## config.mk

```make
export PLATFORM = sky130hd
export DESIGN_NAME = cgra_conf_dist_flat
export DESIGN_NICKNAME = d
export VERILOG_FILES = /design/src/rtl/cgra_pkg.sv /design/src/rtl/cgra_conf_dist_if.sv /design/src/rtl/cgra_conf_stage.sv /design/src/rtl/cgra_conf_dist.sv /design/src/flat_wrapper.sv
export SDC_FILE = /design/constraint.sdc
export NUM_CORES = 1
export LEC_CHECK = 0
export ABC_AREA = 1
export ABC_CLOCK_PERIOD_IN_PS = 2100
export CORE_ASPECT_RATIO = 0.6
export CORE_MARGIN = 3
export CORE_UTILIZATION = 43
export CTS_CLUSTER_DIAMETER = 200
export DETAILED_ROUTE_END_ITERATION = 6
export GPL_ROUTABILITY_DRIVEN = 0
export PLACE_DENSITY = 0.79
export RECOVER_POWER = 25
export SLEW_MARGIN = 20
export SYNTH_ARGS = -nofsm -noshare
export SYNTH_HDL_FRONTEND = slang
export SYNTH_SLANG_ARGS = --single-unit
```

## constraint.sdc

```tcl
create_clock -name clk -period 2.1 [get_ports clk]
set_input_delay 0.63 -clock clk [delete_from_list [all_inputs] [get_ports clk]]
set_output_delay 0.63 -clock clk [all_outputs]
set_load 0.01 [all_outputs]
```

## src/rtl/cgra_pkg.sv

```systemverilog
// Shared definitions for the CGRA configuration distributor: FSM state
// encoding and the default configuration word width.
package cgra_pkg;

  localparam int CONF_WIDTH_DEF = 64;

  typedef enum logic [1:0] {
    ST_IDLE  = 2'd0,
    ST_LOAD  = 2'd1,
    ST_DRAIN = 2'd2,
    ST_DONE  = 2'd3
  } state_t;

endpackage : cgra_pkg

```

## src/rtl/cgra_conf_dist_if.sv

```systemverilog
// Configuration word stream into the distributor.
// Handshake: a word transfers on a rising clock edge where conf_in_valid and
// conf_in_ready are both high. The master holds conf_in_data stable with
// conf_in_valid; the slave may drive conf_in_ready without looking at valid.
interface cgra_conf_dist_if #(
  parameter int CONF_WIDTH = cgra_pkg::CONF_WIDTH_DEF
);

  logic                  conf_in_valid;
  logic [CONF_WIDTH-1:0] conf_in_data;
  logic                  conf_in_ready;

  modport master (
    output conf_in_valid,
    output conf_in_data,
    input  conf_in_ready
  );

  modport slave (
    input  conf_in_valid,
    input  conf_in_data,
    output conf_in_ready
  );

endinterface : cgra_conf_dist_if

```

## src/rtl/cgra_conf_stage.sv

```systemverilog
// One stage of the configuration shift chain: a plain register of
// configuration-word width with asynchronous active-low clear.
module cgra_conf_stage #(
  parameter int CONF_WIDTH = cgra_pkg::CONF_WIDTH_DEF
) (
  input  logic                  i_clk,
  input  logic                  i_rst_n,
  input  logic [CONF_WIDTH-1:0] i_d,
  output logic [CONF_WIDTH-1:0] o_q
);

  logic [CONF_WIDTH-1:0] r_q;

  // Capture the upstream word every cycle; reset clears to a NOP word.
  always_ff @(posedge i_clk or negedge i_rst_n) begin
    if (!i_rst_n) r_q <= '0;
    else          r_q <= i_d;
  end

  assign o_q = r_q;

endmodule : cgra_conf_stage

```

## src/rtl/cgra_conf_dist.sv

```systemverilog
// CGRA configuration distributor. Accepts a counted burst of configuration
// words, pushes them down a NUM_PE+1 stage chain (one tap per PE plus one
// for the networks), lets the chain drain, then pulses done. The array
// enable is withheld while configuration is moving.
module cgra_conf_dist
  import cgra_pkg::*;
#(
  parameter int NUM_PE     = 4,
  parameter int CONF_WIDTH = CONF_WIDTH_DEF,
  parameter int CNT_WIDTH  = 16
) (
  input  logic                             clk,
  input  logic                             rst,
  input  logic                             en,
  input  logic                             start,
  input  logic [CNT_WIDTH-1:0]             conf_num_words,
  cgra_conf_dist_if.slave                  conf_if,
  output logic [(NUM_PE+1)*CONF_WIDTH-1:0] conf_taps,
  output logic                             cgra_en,
  output logic                             busy,
  output logic                             done,
  output state_t                           dbg_state
);

  localparam int NUM_STAGES = NUM_PE + 1;
  // drain_cnt runs 0..NUM_PE, i.e. NUM_PE+1 DRAIN cycles.
  localparam int DW = (NUM_PE < 1) ? 1 : $clog2(NUM_PE + 1);
  localparam logic [DW-1:0] DRAIN_LAST = DW'(NUM_PE);

  state_t                r_state;
  state_t                w_next;
  logic [CNT_WIDTH-1:0]  r_word_cnt;
  logic [CNT_WIDTH-1:0]  r_word_cnt_target;
  logic [CNT_WIDTH-1:0]  w_word_cnt_inc;
  logic [DW-1:0]         r_drain_cnt;
  logic                  w_ready;
  logic                  w_hs;
  logic                  w_last_word;
  logic                  w_drain_end;
  logic                  w_start_load;
  logic [CONF_WIDTH-1:0] w_stage_d [NUM_STAGES];
  logic [CONF_WIDTH-1:0] w_stage_q [NUM_STAGES];

  // Ready only in LOAD, so the accepted count can never pass the target.
  assign w_ready               = (r_state == ST_LOAD);
  assign conf_if.conf_in_ready = w_ready;
  assign w_hs                  = conf_if.conf_in_valid & w_ready;
  assign w_word_cnt_inc        = r_word_cnt + CNT_WIDTH'(1);
  assign w_last_word           = w_hs & (w_word_cnt_inc == r_word_cnt_target);
  assign w_drain_end           = (r_drain_cnt == DRAIN_LAST);
  assign w_start_load          = (r_state == ST_IDLE) & start & (conf_num_words != '0);

  // State register.
  always_ff @(posedge clk or negedge rst) begin
    if (!rst) r_state <= ST_IDLE;
    else      r_state <= w_next;
  end

  // Next-state logic; start outside IDLE is simply not looked at.
  always_comb begin
    w_next = r_state;
    case (r_state)
      ST_IDLE: begin
        if (start) w_next = (conf_num_words != '0) ? ST_LOAD : ST_DRAIN;
      end
      ST_LOAD: begin
        if (w_last_word) w_next = ST_DRAIN;
      end
      ST_DRAIN: begin
        if (w_drain_end) w_next = ST_DONE;
      end
      ST_DONE: begin
        w_next = ST_IDLE;
      end
      default: w_next = ST_IDLE;
    endcase
  end

  // Word counter and target: latched on a load start, counted per handshake.
  always_ff @(posedge clk or negedge rst) begin
    if (!rst) begin
      r_word_cnt        <= '0;
      r_word_cnt_target <= '0;
    end else if (w_start_load) begin
      r_word_cnt        <= '0;
      r_word_cnt_target <= conf_num_words;
    end else if (w_hs) begin
      r_word_cnt        <= w_word_cnt_inc;
    end
  end

  // Drain counter: advances through DRAIN, held at zero elsewhere.
  always_ff @(posedge clk or negedge rst) begin
    if (!rst)                     r_drain_cnt <= '0;
    else if (r_state == ST_DRAIN) r_drain_cnt <= r_drain_cnt + DW'(1);
    else                          r_drain_cnt <= '0;
  end

  // Stage 0 takes the accepted word, or a zero NOP bubble when nothing moved.
  assign w_stage_d[0] = w_hs ? conf_if.conf_in_data : '0;

  for (genvar g = 0; g < NUM_STAGES; g++) begin : g_stage
    if (g > 0) begin : g_link
      assign w_stage_d[g] = w_stage_q[g-1];
    end
    cgra_conf_stage #(
      .CONF_WIDTH (CONF_WIDTH)
    ) u_stage (
      .i_clk   (clk),
      .i_rst_n (rst),
      .i_d     (w_stage_d[g]),
      .o_q     (w_stage_q[g])
    );
    assign conf_taps[g*CONF_WIDTH +: CONF_WIDTH] = w_stage_q[g];
  end

  // Reset is folded into cgra_en so the array stays disabled while held.
  assign busy      = (r_state == ST_LOAD) | (r_state == ST_DRAIN);
  assign done      = (r_state == ST_DONE);
  assign cgra_en   = en & rst & ((r_state == ST_IDLE) | (r_state == ST_DONE));
  assign dbg_state = r_state;

endmodule : cgra_conf_dist

```

## src/flat_wrapper.sv

```systemverilog
// flat-port wrapper written by rule: the top's interface ports become plain ports
module cgra_conf_dist_flat import cgra_pkg::*;
#(
  parameter int NUM_PE     = 4,
  parameter int CONF_WIDTH = CONF_WIDTH_DEF,
  parameter int CNT_WIDTH  = 16
)
  (clk, rst, en, start, conf_num_words, conf_taps, cgra_en, busy, done, dbg_state, conf_if_conf_in_valid, conf_if_conf_in_data, conf_if_conf_in_ready);
  cgra_conf_dist_if #(.CONF_WIDTH(CONF_WIDTH)) conf_if_i ();
  input  logic clk;
  input  logic rst;
  input  logic en;
  input  logic start;
  input  logic [CNT_WIDTH-1:0] conf_num_words;
  output logic [(NUM_PE+1)*CONF_WIDTH-1:0] conf_taps;
  output logic cgra_en;
  output logic busy;
  output logic done;
  output state_t dbg_state;
  input wire logic [$bits(conf_if_i.conf_in_valid)-1:0] conf_if_conf_in_valid;
  input wire logic [$bits(conf_if_i.conf_in_data)-1:0] conf_if_conf_in_data;
  output wire logic [$bits(conf_if_i.conf_in_ready)-1:0] conf_if_conf_in_ready;
  assign conf_if_i.conf_in_valid = conf_if_conf_in_valid;
  assign conf_if_i.conf_in_data = conf_if_conf_in_data;
  assign conf_if_conf_in_ready = conf_if_i.conf_in_ready;
  cgra_conf_dist #(.NUM_PE(NUM_PE), .CONF_WIDTH(CONF_WIDTH), .CNT_WIDTH(CNT_WIDTH)) u_core (.clk(clk), .rst(rst), .en(en), .start(start), .conf_num_words(conf_num_words), .conf_if(conf_if_i), .conf_taps(conf_taps), .cgra_en(cgra_en), .busy(busy), .done(done), .dbg_state(dbg_state));
endmodule
```

# --- Word level (Yosys, flattened, before mapping) ---
# Cells that the tools add are included.
classes:
  muxes: 9
  add_sub_neg: 2
  n_reduce_logical: 4
  eq_ne: 8
  bitwise: 8
op_table:
  columns: ["op", "count"]
  rows:
  - ["64-bit two-way mux", 1]
  - ["16-bit two-way mux", 2]
  - ["16-bit by 1-bit adder with 16-bit output (second input constant)", 1]
  - ["16-bit equality test", 1]
  - ["16-bit nonzero test", 1]
  - ["2-bit two-way mux", 4]
  - ["2-bit one-hot mux with 4 select lines", 1]
  - ["1-bit bitwise AND", 6]
  - ["2-bit equality test (second input constant)", 2]
  - ["2-bit inequality test (second input constant)", 2]
  - ["3-bit by 1-bit adder with 3-bit output (second input constant)", 1]
  - ["3-bit equality test (second input constant)", 1]
  - ["3-bit two-way mux", 1]
  - ["3-bit AND reduction", 1]
  - ["2-bit by 1-bit equality test with 1-bit output (second input constant)", 1]
  - ["2-bit zero test", 1]
  - ["2-bit by 1-bit inequality test with 1-bit output (second input constant)", 1]
  - ["1-bit bitwise OR", 2]
  - ["2-bit nonzero test", 1]
totals:
  output_inout_bits: 326
  register_bits: 357
  in_bits: 85
  elab_cells: 40

# --- Logic depth before layout (Yosys ltp) ---
depth:
  depth_word: 5
  ltp_mapped: 16
  ltp_nobuf: 16

# --- Modules after synthesis ---
# From an unflattened synthesis, not the netlist that was laid out.
hier_totals:
  cells_unflattened: 742
  area_unflattened_um2: 10749.1
by_module_without_submodules:
  columns: ["module", "cells_per_inst", "instances", "area_each_um2"]
  rows:
  - ["cgra_conf_stage", 64, 5, 1601.5]
  - ["cgra_conf_dist", 422, 1, 2741.4]

# --- Worst setup path after synthesis ---
# No wires, ideal clock.
synth_path:
  path_kind: "reg-to-reg"
  start: "register u_core.r_state[1] (netlist: u_core.dbg_state[1])"
  end: "register u_core.r_state[0] (netlist: u_core.dbg_state[0])"
  synth_period_minus_slack_ps: 1839
  t_arrival_ps: 1722
  setup_slack_ps: 261
  required_ps: 1983
  setup_time_ps: 117
  stages_incl_launch_ff: 16
  cell_sequence: "dfrtp_1 > inv_1 > ha_1 > nand2_1 > a21oi_1 > nand3_1 > a21oi_1 > nand2_1 > nor2_1 > nand2_1 > nor2_1 > nand2_1 > nand2_2 > nand2_2 > nand2_1 > nand2_1"
synth_via:
  elab_chain_len: 5
  elab_cells_between_ends: 11
  cone_classes: "6 x eq/ne; 1 x mux; 2 x bitwise; 2 x reduce/logical"
synth_lines:
  columns: ["element", "line_no", "text"]
  rows:
  - ["start, declared", "cgra_conf_dist.sv:30", "state_t r_state;"]
  - ["start signal, assigned", "cgra_conf_dist.sv:56", "else r_state <= w_next;"]
  - ["2-bit by 1-bit equality test with 1-bit output (*)", "cgra_conf_dist.sv:45", "assign w_ready = (r_state == ST_LOAD);"]
  - ["net conf_if_conf_in_ready", "flat_wrapper.sv:22", "output wire logic [$bits(conf_if_i.conf_in_ready)-1:0] conf_if_conf_in_ready;"]
  - ["1-bit bitwise AND", "cgra_conf_dist.sv:47", "assign w_hs = conf_if.conf_in_valid & w_ready;"]
  - ["1-bit bitwise AND", "cgra_conf_dist.sv:49", "assign w_last_word = w_hs & (w_word_cnt_inc == r_word_cnt_target);"]
  - ["2-bit inequality test (no line)", null, null]
  - ["3-bit AND reduction (no line)", null, null]
# Mark *: on every way through the listed nets, which the timed path passes. The rest lies on a longest branch.
# A chain may end at the register's enable or synchronous reset.

# --- Worst setup path after layout ---
layout_path:
  start: "register u_core.r_state[0] (netlist: u_core.dbg_state[0])"
  end: "output port cgra_en"
layout_via:
  elab_chain_len: 3
  elab_cells_between_ends: 4
  cone_classes: "1 x eq/ne; 2 x bitwise; 1 x reduce/logical"
layout_lines:
  columns: ["element", "line_no", "text"]
  rows:
  - ["2-bit equality test or 2-bit zero test (tied branches)", "cgra_conf_dist.sv:120", "assign cgra_en = en & rst & ((r_state == ST_IDLE) | (r_state == ST_DONE));"]
  - ["1-bit bitwise OR (*)", "cgra_conf_dist.sv:120", null]
  - ["1-bit bitwise AND (*)", "cgra_conf_dist.sv:120", null]
  - ["end, declared", "flat_wrapper.sv:16", "output logic cgra_en;"]
# Mark *: on every way between the ends. The rest lies on a longest branch, timed or not.

==> results.txt <==
----------------------------------------------------
[Outcome]
  Result of the run ... complete, but fails checks
  Violated checks ... negative setup slack

[Logic synthesis]
  Average cell area after synthesis ... between 10 and 15 um^2
  Dominant combinational cell family by area after synthesis ... simple AND/OR/NAND/NOR gates
  Synthesized instance count ... approximately 760
  Number of nets produced by synthesis ... roughly 860
  Most used standard cells in the synthesized netlist ... 357 x dfrtp_1, 109 x inv_1, 93 x nor2_1
  Adder-cell share of the synthesized area ... less than 1%
  Biggest area contributors in the synthesized netlist ... dfrtp_1 83%, inv_1 3.8%, nor2_1 3.3%
  Number of warnings printed during yosys synthesis ... 0
  Synthesis-stage register bit count ... 357
  Most area-hungry cell type in the Yosys netlist ... dfrtp_1
  Synth Cell Area ... 10,740 um^2
  Xor/xnor cell area share of the yosys netlist ... less than 1%
  Synthesized-area fraction occupied by ao, oa, aoi and oai cells ... 1.969%
  Synth Flop Type ... dfrtp_1
  Number of flops mapped to enable cells by yosys ... 0
  Basic-gate share of the synthesized area counting and, or, nand and nor cells ... under 10%
  Most common cell in the synthesized netlist ... dfrtp_1
  Number of distinct standard cells referenced by the synthesized netlist ... 22
  Post-synthesis sequential area ratio ... a little over four fifths
  Multiplexer area fraction after synthesis ... 0.2098%
  Async S/R FF share, synth ... between 90% and 100%
  Top cell type's share of synthesized area ... roughly 83%

[Cells and area]
  Area occupied by registers ... slightly below 9000 um^2
  Nets@finish ... between 1,000 and 1,500
  Synthesis-to-finish area growth ... 51.45%
  Filler cell count ... between 1,500 and 2,000
  Area occupied by multi-input gates ... between 1000 and 1500 um^2
  End-of-flow core utilization ... 66.82%
  Share of final-layout standard cells stronger than drive strength 1 ... roughly 8.4%
  N_diodes ... 0

[Global routing]
  First-pass GRT wire length ... between 40 and 50 mm
  Number of antenna violations at the first check in global routing ... 2
  GRT Util Overall ... between 20 and 25%
  Vias in the first global route ... 7,284
  Final global-route overflow total ... 0
  Pin count of the biggest net entering global routing ... roughly 190

[Die]
  Die X ... ~210 um
  Number of placement rows ... between 40 and 50
  Die area ... 26,960 um^2
  Number of ports placed on the die boundary ... between 400 and 500
  Effective utilization at floorplan ... between 40 and 50%
  Core Region ... about 24,000 um^2
  Die Ht ... approximately 130 um

[STA]
  Achievable frequency ... 475.1 MHz
  Transition time of the tightest slew-check pin ... 1.034 ns
  Setup Viol. Count Final ... 1
  Max-slew violation total from the final report ... 0
  Worst Hold Slack ... around 0.18 ns
  Final critical path time including I/O delays and setup ... around 2.1 ns
  Worst clock skew ... between 0.015 and 0.02 ns
  Relative slew slack ... around 31%
  Setup repair after global routing missed its margin ... true
  Share of the cycle needed by the critical path after routing ... 100.2%
  Endpoints failing hold ... 0
  Worst setup margin ... -0.004884 ns

[Power]
  Switching pwr ... 5.132 mW
  Reg power frac ... approximately 49%
  Internal power component ... about 13 mW
  Leakage power ... between 9 and 10 nW
  Maximum ir drop on the vdd rail ... between 0.6 and 0.7 mV
  Proportion of power drawn by combinational gates ... about a fifth
  Clock group share of total power ... just over 30%
  Power per Cell Area ... 1097 nW/um^2
  Switching part of the total ... 28.77%

[Drt]
  Via count normalized by instance count ... ~4.7
  Pre-antenna DRT Iters ... 6
  Average detailed-routed wire length per instance ... approximately 20 um
  Antenna-violating nets left ... 0
  Overall routed net length ... between 30 and 40 mm
  Count of routing violations after the opening detailed-route iteration ... ~610
  Routed vias ... 7,274
  DRC viols ... 0

[Critical path]
  Launching point of the worst reg2reg path ... u_core.r_word_cnt[1]
  Worst Setup SP ... u_core.dbg_state[0]
  Classification of the worst setup path ... reg -> out
  Startpoint type of the worst setup path ... flop
  Biggest fanout along the worst timing path ... 3
  Type of element capturing the critical path ... output pin
  Required time at the endpoint of the critical path ... about 1.5 ns
  Arr. time, crit path ... between 1 and 1.5 ns
  FF-to-FF End ... u_core.dbg_state[1]
  R2R Setup Slk ... around 0.13 ns
  Cell count of the worst reg-to-reg path ... 14

[Place]
  Detailed placer's ending HPWL ... roughly 23 mm
  Total of buffers placed on input and output ports ... 410

[Run]
  Maximum capacitance violations ... 0

[Clock network]
  Number of hold-repair buffers added at the cts stage ... 0
  Clock latency on the worst-skew pair ... around 0.56 ns
  Sinks on the clock net ... about 360
  Cell chosen for the clock root ... clkbuf_16
  Number of buffers between clock root and the deepest sink ... 3
  CTS H-Tree Depth ... 1
  Clock transition at the registers of the reported paths ... 0.07 ns
  Clock buffers created by TritonCTS ... 30
  CTS tree ... yes

[Min path]
  Hold Crit Class ... in -> async

----------------------------------------------------
[repair_timing]
| item | in CTS | in global routing |
|---|---|---|
| setup endpoints to repair | 262 | 44 |
| gates resized for setup | 280 | 59 |
| pin swaps | 0 | 5 |
| buffers inserted | 0 | 2 |
[sequential cells by signal, summed over array words and instances, names as in the netlist]
register                    flops
u_core.g_stage.u_stage.o_q    320
u_core.r_word_cnt              16
u_core.dbg_state                2
u_core.r_word_cnt_target       16
u_core.r_drain_cnt              3
[layout make-up]
type                    instances  share of cell area (%)
flip-flops and latches        357                   54.95
repair buffers                439                   25.39
inverters                     109                   2.516
clock buffers                  44                   5.186
clock inverters                 7                  0.6540
multi-input cells             284                   8.826
well taps                     322                   2.478
[logic make-up after synthesis]
| group | Yosys count |
|---|---|
| XOR/XNOR | 2 |
| buffers and inverters | 121 |
| adder cells (fa/ha/maj) | 8 |
| AO/OA/AOI/OAI | 39 |
| multiplexers | 2 |
| AND/OR/NAND/NOR | 233 |
| flip-flops | 357 |
[routing by layer]
layer	global-route usage (%)	vias to the layer above	wire length [um]
met2	35.09	329	15030
li1	-	3268	-
met3	6.847	53	2609
met5	0	-	32
met4	5.075	4	737
met1	29.60	3620	12500
[cell usage in the layout (no fill, tap or decap), types with 2 or more instances in the layout]
cell type,Yosys,final
bufinv_16,0,2
ha_1,8,4
buf_4,0,25
dlygate4sd2_1,0,258
a21oi_1,12,12
nor2_2,2,5
inv_2,0,2
clkbuf_16,0,30
clkdlybuf4s50_1,0,108
ha_4,0,3
nand3_1,25,24
nand2_1,88,84
nand4_1,10,10
buf_2,2,3
o21ai_0,12,11
nand3b_1,5,5
nor2_1,93,87
inv_1,109,107
dfrtp_1,357,356
o21ai_1,2,2
buf_6,0,2
clkbuf_1,6,10
o22ai_1,13,13
dlymetal6s2s_1,0,39
nand2_2,3,7
buf_12,0,3
clkbuf_8,0,4
nor4_1,4,4
nor2_4,3,6
mux2_2,2,2
[worst max-delay path by stage]
stage,slack (ns),endpoint,depth (start not counted)
finish,-0.005,cgra_en,4
global route,-0.08,cgra_en,4
CTS,-0.11,done,3
detailed placement,-0.33,u_core.r_word_cnt[2],10
global placement,-0.31,cgra_en,4
floorplan,0.26,u_core.dbg_state[0],15
[power groups by stage]
stage          registers [mW]  logic, mW  clock network, mW
6_report                 8.66       3.73               5.45
5_1_grt                  8.78       4.02               5.84
4_1_cts                  8.65       3.74               5.56
3_3_place_gp             8.72       4.18                  0
2_1_floorplan            9.07      0.851                  0
3_5_place_dp             8.79       4.24                  0
[worst max-delay path, stage by stage (launching register included)]
cell and delay, ns:
dfrtp_1 0.41, inv_2 0.10, ha_4 0.21, nor2_2 0.07, buf_2 0.12
[stage by stage]
stage | power, mW | setup WS [ns] | setup TNS (ns) | cells | instance area (um^2)
after floorplan | 9.922 | 0.2611 | 0 | 762 | 10740
after global placement | 12.90 | -0.3093 | -5.397 | 1509 | 15440
after detailed placement | 13.04 | -0.3276 | -9.202 | 1509 | 15440
after CTS | 17.95 | -0.1053 | -0.1568 | 1560 | 16090
after global routing | 18.64 | -0.08355 | -0.1862 | 1562 | 16260
final | 17.84 | -0.004884 | -0.004884 | 1562 | 16260
Note: power is estimated with default switching activity, not from simulation.
